==> src/rtl/sha_pkg.sv <==
// Shared definitions for the keccak_xor core scheduler.
package sha_pkg;

  // Scheduler FSM states
  typedef enum logic [2:0] {
    S_IDLE,
    S_ISSUE,
    S_WAIT,
    S_NEXT,
    S_RESULT
  } sched_state_t;

  // Default core-completion timeout in cycles
  localparam int unsigned TIMEOUT_DEF = 255;

endpackage

==> src/rtl/rr_pick.sv <==
// Round-robin selector: first set request bit at or after ptr, wrapping.
module rr_pick #(
  parameter int unsigned N_REQ = 2,
  localparam int unsigned IW = $clog2(N_REQ)
) (
  input  logic [N_REQ-1:0] req,
  input  logic [IW-1:0]    ptr,
  output logic             hit,
  output logic [IW-1:0]    idx
);

  // Scan from ptr upward, wrapping at N_REQ; the first hit wins
  always_comb begin
    int unsigned j;
    logic [IW-1:0] jx;
    hit = 1'b0;
    idx = '0;
    j   = 0;
    jx  = '0;
    for (int unsigned i = 0; i < N_REQ; i++) begin
      j = ptr + i;
      if (j >= N_REQ) j = j - N_REQ;
      jx = IW'(j);
      if (!hit && req[jx]) begin
        hit = 1'b1;
        idx = jx;
      end
    end
  end

endmodule

==> src/rtl/keccak_sched.sv <==
// Arbitrates N_REQ message requesters onto one keccak_xor permutation core,
// locking the core to one owner for a whole multi-block message.
module keccak_sched
  import sha_pkg::*;
#(
  parameter int unsigned N_REQ   = 2,
  parameter int unsigned TIMEOUT = TIMEOUT_DEF,
  localparam int unsigned IW = $clog2(N_REQ)
) (
  input  logic             ACLK,
  input  logic             ARESETn,
  input  logic [N_REQ-1:0] req_valid,
  input  logic [N_REQ-1:0] req_last,
  output logic [N_REQ-1:0] blk_ack,
  output logic [N_REQ-1:0] grant,
  output logic             core_valid,
  output logic             core_last,
  input  logic             core_ready,
  output logic             res_valid,
  input  logic             res_ready,
  output logic [IW-1:0]    res_id,
  output logic             busy,
  output logic             timeout_err
);

  localparam logic [N_REQ-1:0] ONE      = N_REQ'(1);
  localparam logic [15:0]      TMO_LAST = 16'(TIMEOUT - 1);

  sched_state_t  state;
  logic [IW-1:0] rr_ptr;
  logic [IW-1:0] owner;
  logic          last_q;
  logic [15:0]   cnt;

  logic          pick_hit;
  logic [IW-1:0] pick_idx;
  logic [IW-1:0] ptr_after;

  rr_pick #(.N_REQ(N_REQ)) u_pick (
    .req (req_valid),
    .ptr (rr_ptr),
    .hit (pick_hit),
    .idx (pick_idx)
  );

  assign ptr_after = (owner == IW'(N_REQ - 1)) ? '0 : owner + 1'b1;

  // Scheduler FSM; all outputs registered. Strobes for ISSUE are loaded on
  // the edge entering ISSUE so they are visible for exactly that cycle.
  always_ff @(posedge ACLK or negedge ARESETn) begin
    if (!ARESETn) begin
      state       <= S_IDLE;
      rr_ptr      <= '0;
      owner       <= '0;
      last_q      <= 1'b0;
      cnt         <= '0;
      grant       <= '0;
      blk_ack     <= '0;
      core_valid  <= 1'b0;
      core_last   <= 1'b0;
      res_valid   <= 1'b0;
      res_id      <= '0;
      busy        <= 1'b0;
      timeout_err <= 1'b0;
    end else begin
      blk_ack    <= '0;
      core_valid <= 1'b0;
      core_last  <= 1'b0;
      case (state)
        S_IDLE: begin
          if (pick_hit) begin
            owner      <= pick_idx;
            grant      <= ONE << pick_idx;
            blk_ack    <= ONE << pick_idx;
            core_valid <= 1'b1;
            core_last  <= req_last[pick_idx];
            last_q     <= req_last[pick_idx];
            busy       <= 1'b1;
            state      <= S_ISSUE;
          end
        end
        S_ISSUE: begin
          cnt   <= '0;
          state <= S_WAIT;
        end
        S_WAIT: begin
          if (core_ready) begin
            if (last_q) begin
              res_valid <= 1'b1;
              res_id    <= owner;
              state     <= S_RESULT;
            end else begin
              state <= S_NEXT;
            end
          end else if (cnt == TMO_LAST) begin
            timeout_err <= 1'b1;
            grant       <= '0;
            busy        <= 1'b0;
            rr_ptr      <= ptr_after;
            state       <= S_IDLE;
          end else begin
            cnt <= cnt + 16'd1;
          end
        end
        S_NEXT: begin
          if (req_valid[owner]) begin
            blk_ack    <= ONE << owner;
            core_valid <= 1'b1;
            core_last  <= req_last[owner];
            last_q     <= req_last[owner];
            state      <= S_ISSUE;
          end
        end
        S_RESULT: begin
          if (res_ready) begin
            res_valid <= 1'b0;
            grant     <= '0;
            busy      <= 1'b0;
            rr_ptr    <= ptr_after;
            state     <= S_IDLE;
          end
        end
        default: state <= S_IDLE;
      endcase
    end
  end

endmodule

==> config.mk <==
export PLATFORM = sky130hd
export DESIGN_NAME = keccak_sched
export DESIGN_NICKNAME = d
export VERILOG_FILES = /design/src/rtl/sha_pkg.sv /design/src/rtl/rr_pick.sv /design/src/rtl/keccak_sched.sv
export SDC_FILE = /design/constraint.sdc
export NUM_CORES = 1
export LEC_CHECK = 0
export CORE_MARGIN = 1
export CORE_UTILIZATION = 40
export CTS_BUF_LIST = sky130_fd_sc_hd__clkbuf_16
export CTS_CLUSTER_SIZE = 40
export DETAILED_ROUTE_END_ITERATION = 12
export PLACE_DENSITY_LB_ADDON = 0.1
export SLEW_MARGIN = 10
export SYNTH_ARGS = -nofsm -noshare
export SYNTH_HDL_FRONTEND = slang
export SYNTH_SLANG_ARGS = --single-unit
export TNS_END_PERCENT = 1
==> constraint.sdc <==
create_clock -name ACLK -period 1.5 [get_ports ACLK]
set_input_delay 0.375 -clock ACLK [delete_from_list [all_inputs] [get_ports ACLK]]
set_output_delay 0.375 -clock ACLK [all_outputs]
set_load 0.02 [all_outputs]
==> Implementation_results.wiki <==
{| class="wikitable"
! Metric !! Value
|-
| Outcome || complete, but fails checks
|-
| Failing checks || negative setup slack
|-
| Warnings from Yosys || 0
|-
| Vertical extent of the die || 68.25 µm
|-
| Clock Pin Slew Worst Setup and Hold Paths || 0.05 ns
|-
| Grt total ovfl || 0
|-
| Fmax || 560.1 MHz
|-
| Count of fill cells added during filler insertion || 351
|-
| Most frequent cells in the layout || sky130_fd_sc_hd__buf_4 (41), sky130_fd_sc_hd__dfrtp_1 (32), sky130_fd_sc_hd__nand2_1 (12), sky130_fd_sc_hd__o21ai_0 (11), sky130_fd_sc_hd__dlygate4sd2_1 (11)
|-
| Post-layout minimum cycle time || 1.786 ns
|-
| Area of the multi-input gates || 984.7 µm²
|-
| Synth async-reset ratio || 100.0%
|-
| Cell accounting for the most synthesized area || sky130_fd_sc_hd__dfrtp_1
|-
| Nature of the critical path endpoint || flip-flop
|-
| Fraction of final layout cells with drive strength greater than 1 || 33.62%
|-
| Final setup margin || -0.2855 ns
|-
| Residual antenna-violating net count after detailed routing || 0
|-
| CTS root buffer || sky130_fd_sc_hd__clkbuf_16
|-
| Later-pin clock latency in the skew report || 0.27 ns
|-
| NumNets Final || 241
|-
| Minimum setup slack after placement || -0.5896 ns
|-
| Cell types occupying the most area after synthesis || sky130_fd_sc_hd__dfrtp_1 (46%), sky130_fd_sc_hd__mux2i_1 (4.6%), sky130_fd_sc_hd__a21oi_1 (4.0%), sky130_fd_sc_hd__o21ai_0 (3.7%), sky130_fd_sc_hd__a32o_1 (2.9%)
|-
| Reg-to-reg startpoint || cnt[10]$_DFFE_PN0P_
|-
| Part of the cycle the worst path needs || 119.0%
|-
| Slack of the worst reg-to-reg path || -0.29 ns
|-
| Power density over cell area || 1488 nW/µm²
|-
| DRT Pass-1 Iters || 4
|-
| Via count of the first global-routing pass || 1,519
|-
| Area used by sequential logic in the layout || 800.8 µm²
|-
| Clock tree from TritonCTS || yes
|-
| Required time reported for the critical path endpoint || 1.66 ns
|-
| Pin count of the biggest net entering global routing || 33
|-
| Worst hold slack across all endpoints || 0.4654 ns
|-
| Effective utilization at floorplan || 42.66%
|-
| Largest voltage drop on the vdd net || 988.8 µV
|-
| Max Slew Vio Count || 0
|-
| RSZ-0062 raised after global routing || yes
|-
| Total Routing Usage GR || 21.52%
|-
| Remaining max-slew budget at the tightest pin || 78.21%
|-
| Standard cell core area || 4115 µm²
|-
| # Max-Cap Violations || 0
|-
| Kind of critical path || flip-flop to flip-flop
|-
| Arrival time of data at the critical path endpoint || 1.95 ns
|-
| Syn_nets || 178
|-
| Number of placed I/O pins || 18
|-
| Count of flip-flops with a built-in enable after synthesis || 0
|-
| Die width || 68.25 µm
|-
| Final Instance Count excl. Fillers || 282
|-
| Area share of the largest cell type after synthesis || 45.62%
|-
| Class of the tightest hold or removal check || input pin to async pin
|-
| Cells after synthesis || 168
|-
| Clock skew after layout || 0.005674 ns
|-
| Static Leakage || 1.194 nW
|-
| Dominant register cell in the synthesized netlist || sky130_fd_sc_hd__dfrtp_1
|-
| Ant. Diodes || 0
|-
| Max Root-Sink Buffers || 2
|-
| Hold Fails Final Rpt || 0
|-
| Post-synthesis instance area || 1755 µm²
|-
| Cell Count Post-Placement || 271
|-
| Most common cell after layout, fill and taps aside || sky130_fd_sc_hd__buf_4
|-
| Number of antenna violations at the first check in global routing || 0
|-
| Cts-stage hold buffer count || 0
|-
| Dpl hpwl || 3.247 mm
|-
| CP Launch Type || flip-flop
|-
| Number of sinks handled by clock tree synthesis || 32
|-
| Final routed wirelength across all metal layers || 4.371 mm
|-
| Final estimated routing congestion in global placement || 0.8271
|-
| 1st-iter DRT viols || 86
|-
| Register bit count reported by yosys || 32
|-
| Mean Syn Cell Area || 10.45 µm²
|-
| Wire length of the first global-routing pass || 7.265 mm
|-
| Routed via count || 1,604
|-
| Area growth from synthesis to layout || 43.69%
|-
| Die ar. || 4657 µm²
|-
| Sequential cell area fraction in the yosys report || 45.62%
|-
| Level count of the clock H-tree || 2
|-
| Worst reg2reg path endpoint || grant[0]$_DFFE_PN0P_
|-
| Cell Rows || 23
|-
| Transition time at the pin with the least slew margin || 0.3255 ns
|-
| PortBufs || 17
|-
| Final routed wire length divided by cell count || 15.50 µm
|-
| Avg Vias per Cell || 5.688
|-
| Number of clock buffers inserted by TritonCTS || 5
|-
| Length in cells of the worst reg-to-reg path || 5
|-
| Final count of negative-setup-slack endpoints || 23
|-
| Largest fanout on the critical path || 4
|-
| Netlist cell types || 44
|-
| Post-Route Setup TNS || -3.580 ns
|-
| Number of remaining DRC errors || 0
|}
[flip-flops by register name (all words and copies together) (netlist names)]
register,flops
state,3
core_last,1
core_valid,1
grant,2
blk_ack,2
res_valid,1
owner,1
res_id,1
last_q,1
rr_ptr,1
timeout_err,1
cnt,16
busy,1
[repair_timing]
action | in CTS | in global routing
setup buffers | 2 | 1
resized for setup | 20 | 17
pin swaps | 15 | 6
setup endpoints to repair | 34 | 26
[cells in the mapped netlist, drive strengths merged (2+ instances only)]
| cell | number |
|---|---|
| nand3 | 6 |
| nor3b | 3 |
| o31ai | 3 |
| nand4 | 6 |
| a22o | 2 |
| dfrtp | 32 |
| and2 | 4 |
| or3 | 6 |
| nor2 | 2 |
| mux2i | 8 |
| inv | 4 |
| and3 | 5 |
| nand2 | 13 |
| nor3 | 2 |
| ha | 2 |
| a32o | 5 |
| nor2b | 3 |
| o21ai | 13 |
| and4 | 2 |
| or4 | 3 |
| nand2b | 4 |
| and3b | 2 |
| buf | 5 |
| nand4b | 2 |
| a21oi | 14 |
| o211ai | 3 |
[worst max-delay path by stage]
| stage | startpoint | endpoint | slack, ns | cells past startpoint |
|---|---|---|---|---|
| finish | cnt[10]$_DFFE_PN0P_ | grant[0]$_DFFE_PN0P_ | -0.29 | 5 |
| CTS | cnt[14]$_DFFE_PN0P_ | grant[0]$_DFFE_PN0P_ | -0.27 | 5 |
| global placement | core_ready | cnt[15]$_DFFE_PN0P_ | -0.57 | 6 |
| detailed placement | core_ready | cnt[15]$_DFFE_PN0P_ | -0.59 | 6 |
| floorplan | cnt[0]$_DFFE_PN0P_ | cnt[5]$_DFFE_PN0P_ | -0.14 | 6 |
| global route | cnt[10]$_DFFE_PN0P_ | grant[0]$_DFFE_PN0P_ | -0.40 | 5 |
[layer usage]
layer | up-vias | GRT usage (%) | routed length, µm
met2 | 22 | 33.95 | 2168
li1 | 773 | - | -
met3 | 8 | 4.667 | 125
met4 | 0 | 8.594 | 65
met1 | 801 | 28.42 | 2011
met5 | - | 0 | 0
[metrics by stage]
step | power (mW) | utilization, % | cell area [µm²]
after global routing | 4.002 | 61.30 | 2522
after global placement | 2.760 | 55.34 | 2277
after CTS | 3.710 | 59.62 | 2454
after detailed placement | 2.795 | 55.34 | 2277
after floorplan | 2.066 | - | 1758
final | 3.754 | 61.30 | 2522
[kinds of logic (layout without fill, tap and decap cells)]
family,Yosys count,count (layout),synth area share [%]
AO/OA/AOI/OAI,45,45,16.61
flip-flops,32,32,45.62
AND/OR/NAND/NOR,70,70,27.94
buffers and inverters,10,74,3.207
multiplexers,9,9,5.203
adder cells (fa/ha/maj),2,2,1.425
[worst max-delay path, stage by stage, from the launching register on]
cell and delay [ns]:
sky130_fd_sc_hd__dfrtp_1 0.41, sky130_fd_sc_hd__nor4_4 0.31, sky130_fd_sc_hd__nand4b_1 0.20, sky130_fd_sc_hd__buf_6 0.18, sky130_fd_sc_hd__o41a_1 0.36, sky130_fd_sc_hd__a32o_1 0.22
[where the power goes]
part | internal, mW | switching [mW] | total [mW] | leakage, nW
Clock | 0.595 | 0.340 | 0.935 | 0.0738
Sequential | 1.07 | 0.112 | 1.18 | 0.418
Combinational | 0.782 | 0.858 | 1.64 | 0.702
[cell type report]
cell class              instances  share of cell area, %
multi-input cells             126                  39.04
flip-flops and latches         32                  31.75
repair buffers                 62                  20.73
clock buffers                   5                  4.960
well taps                      50                  2.480
inverters                       4                 0.5952
clock inverters                 3                 0.4464
Note: power is estimated with default switching activity, not from simulation.
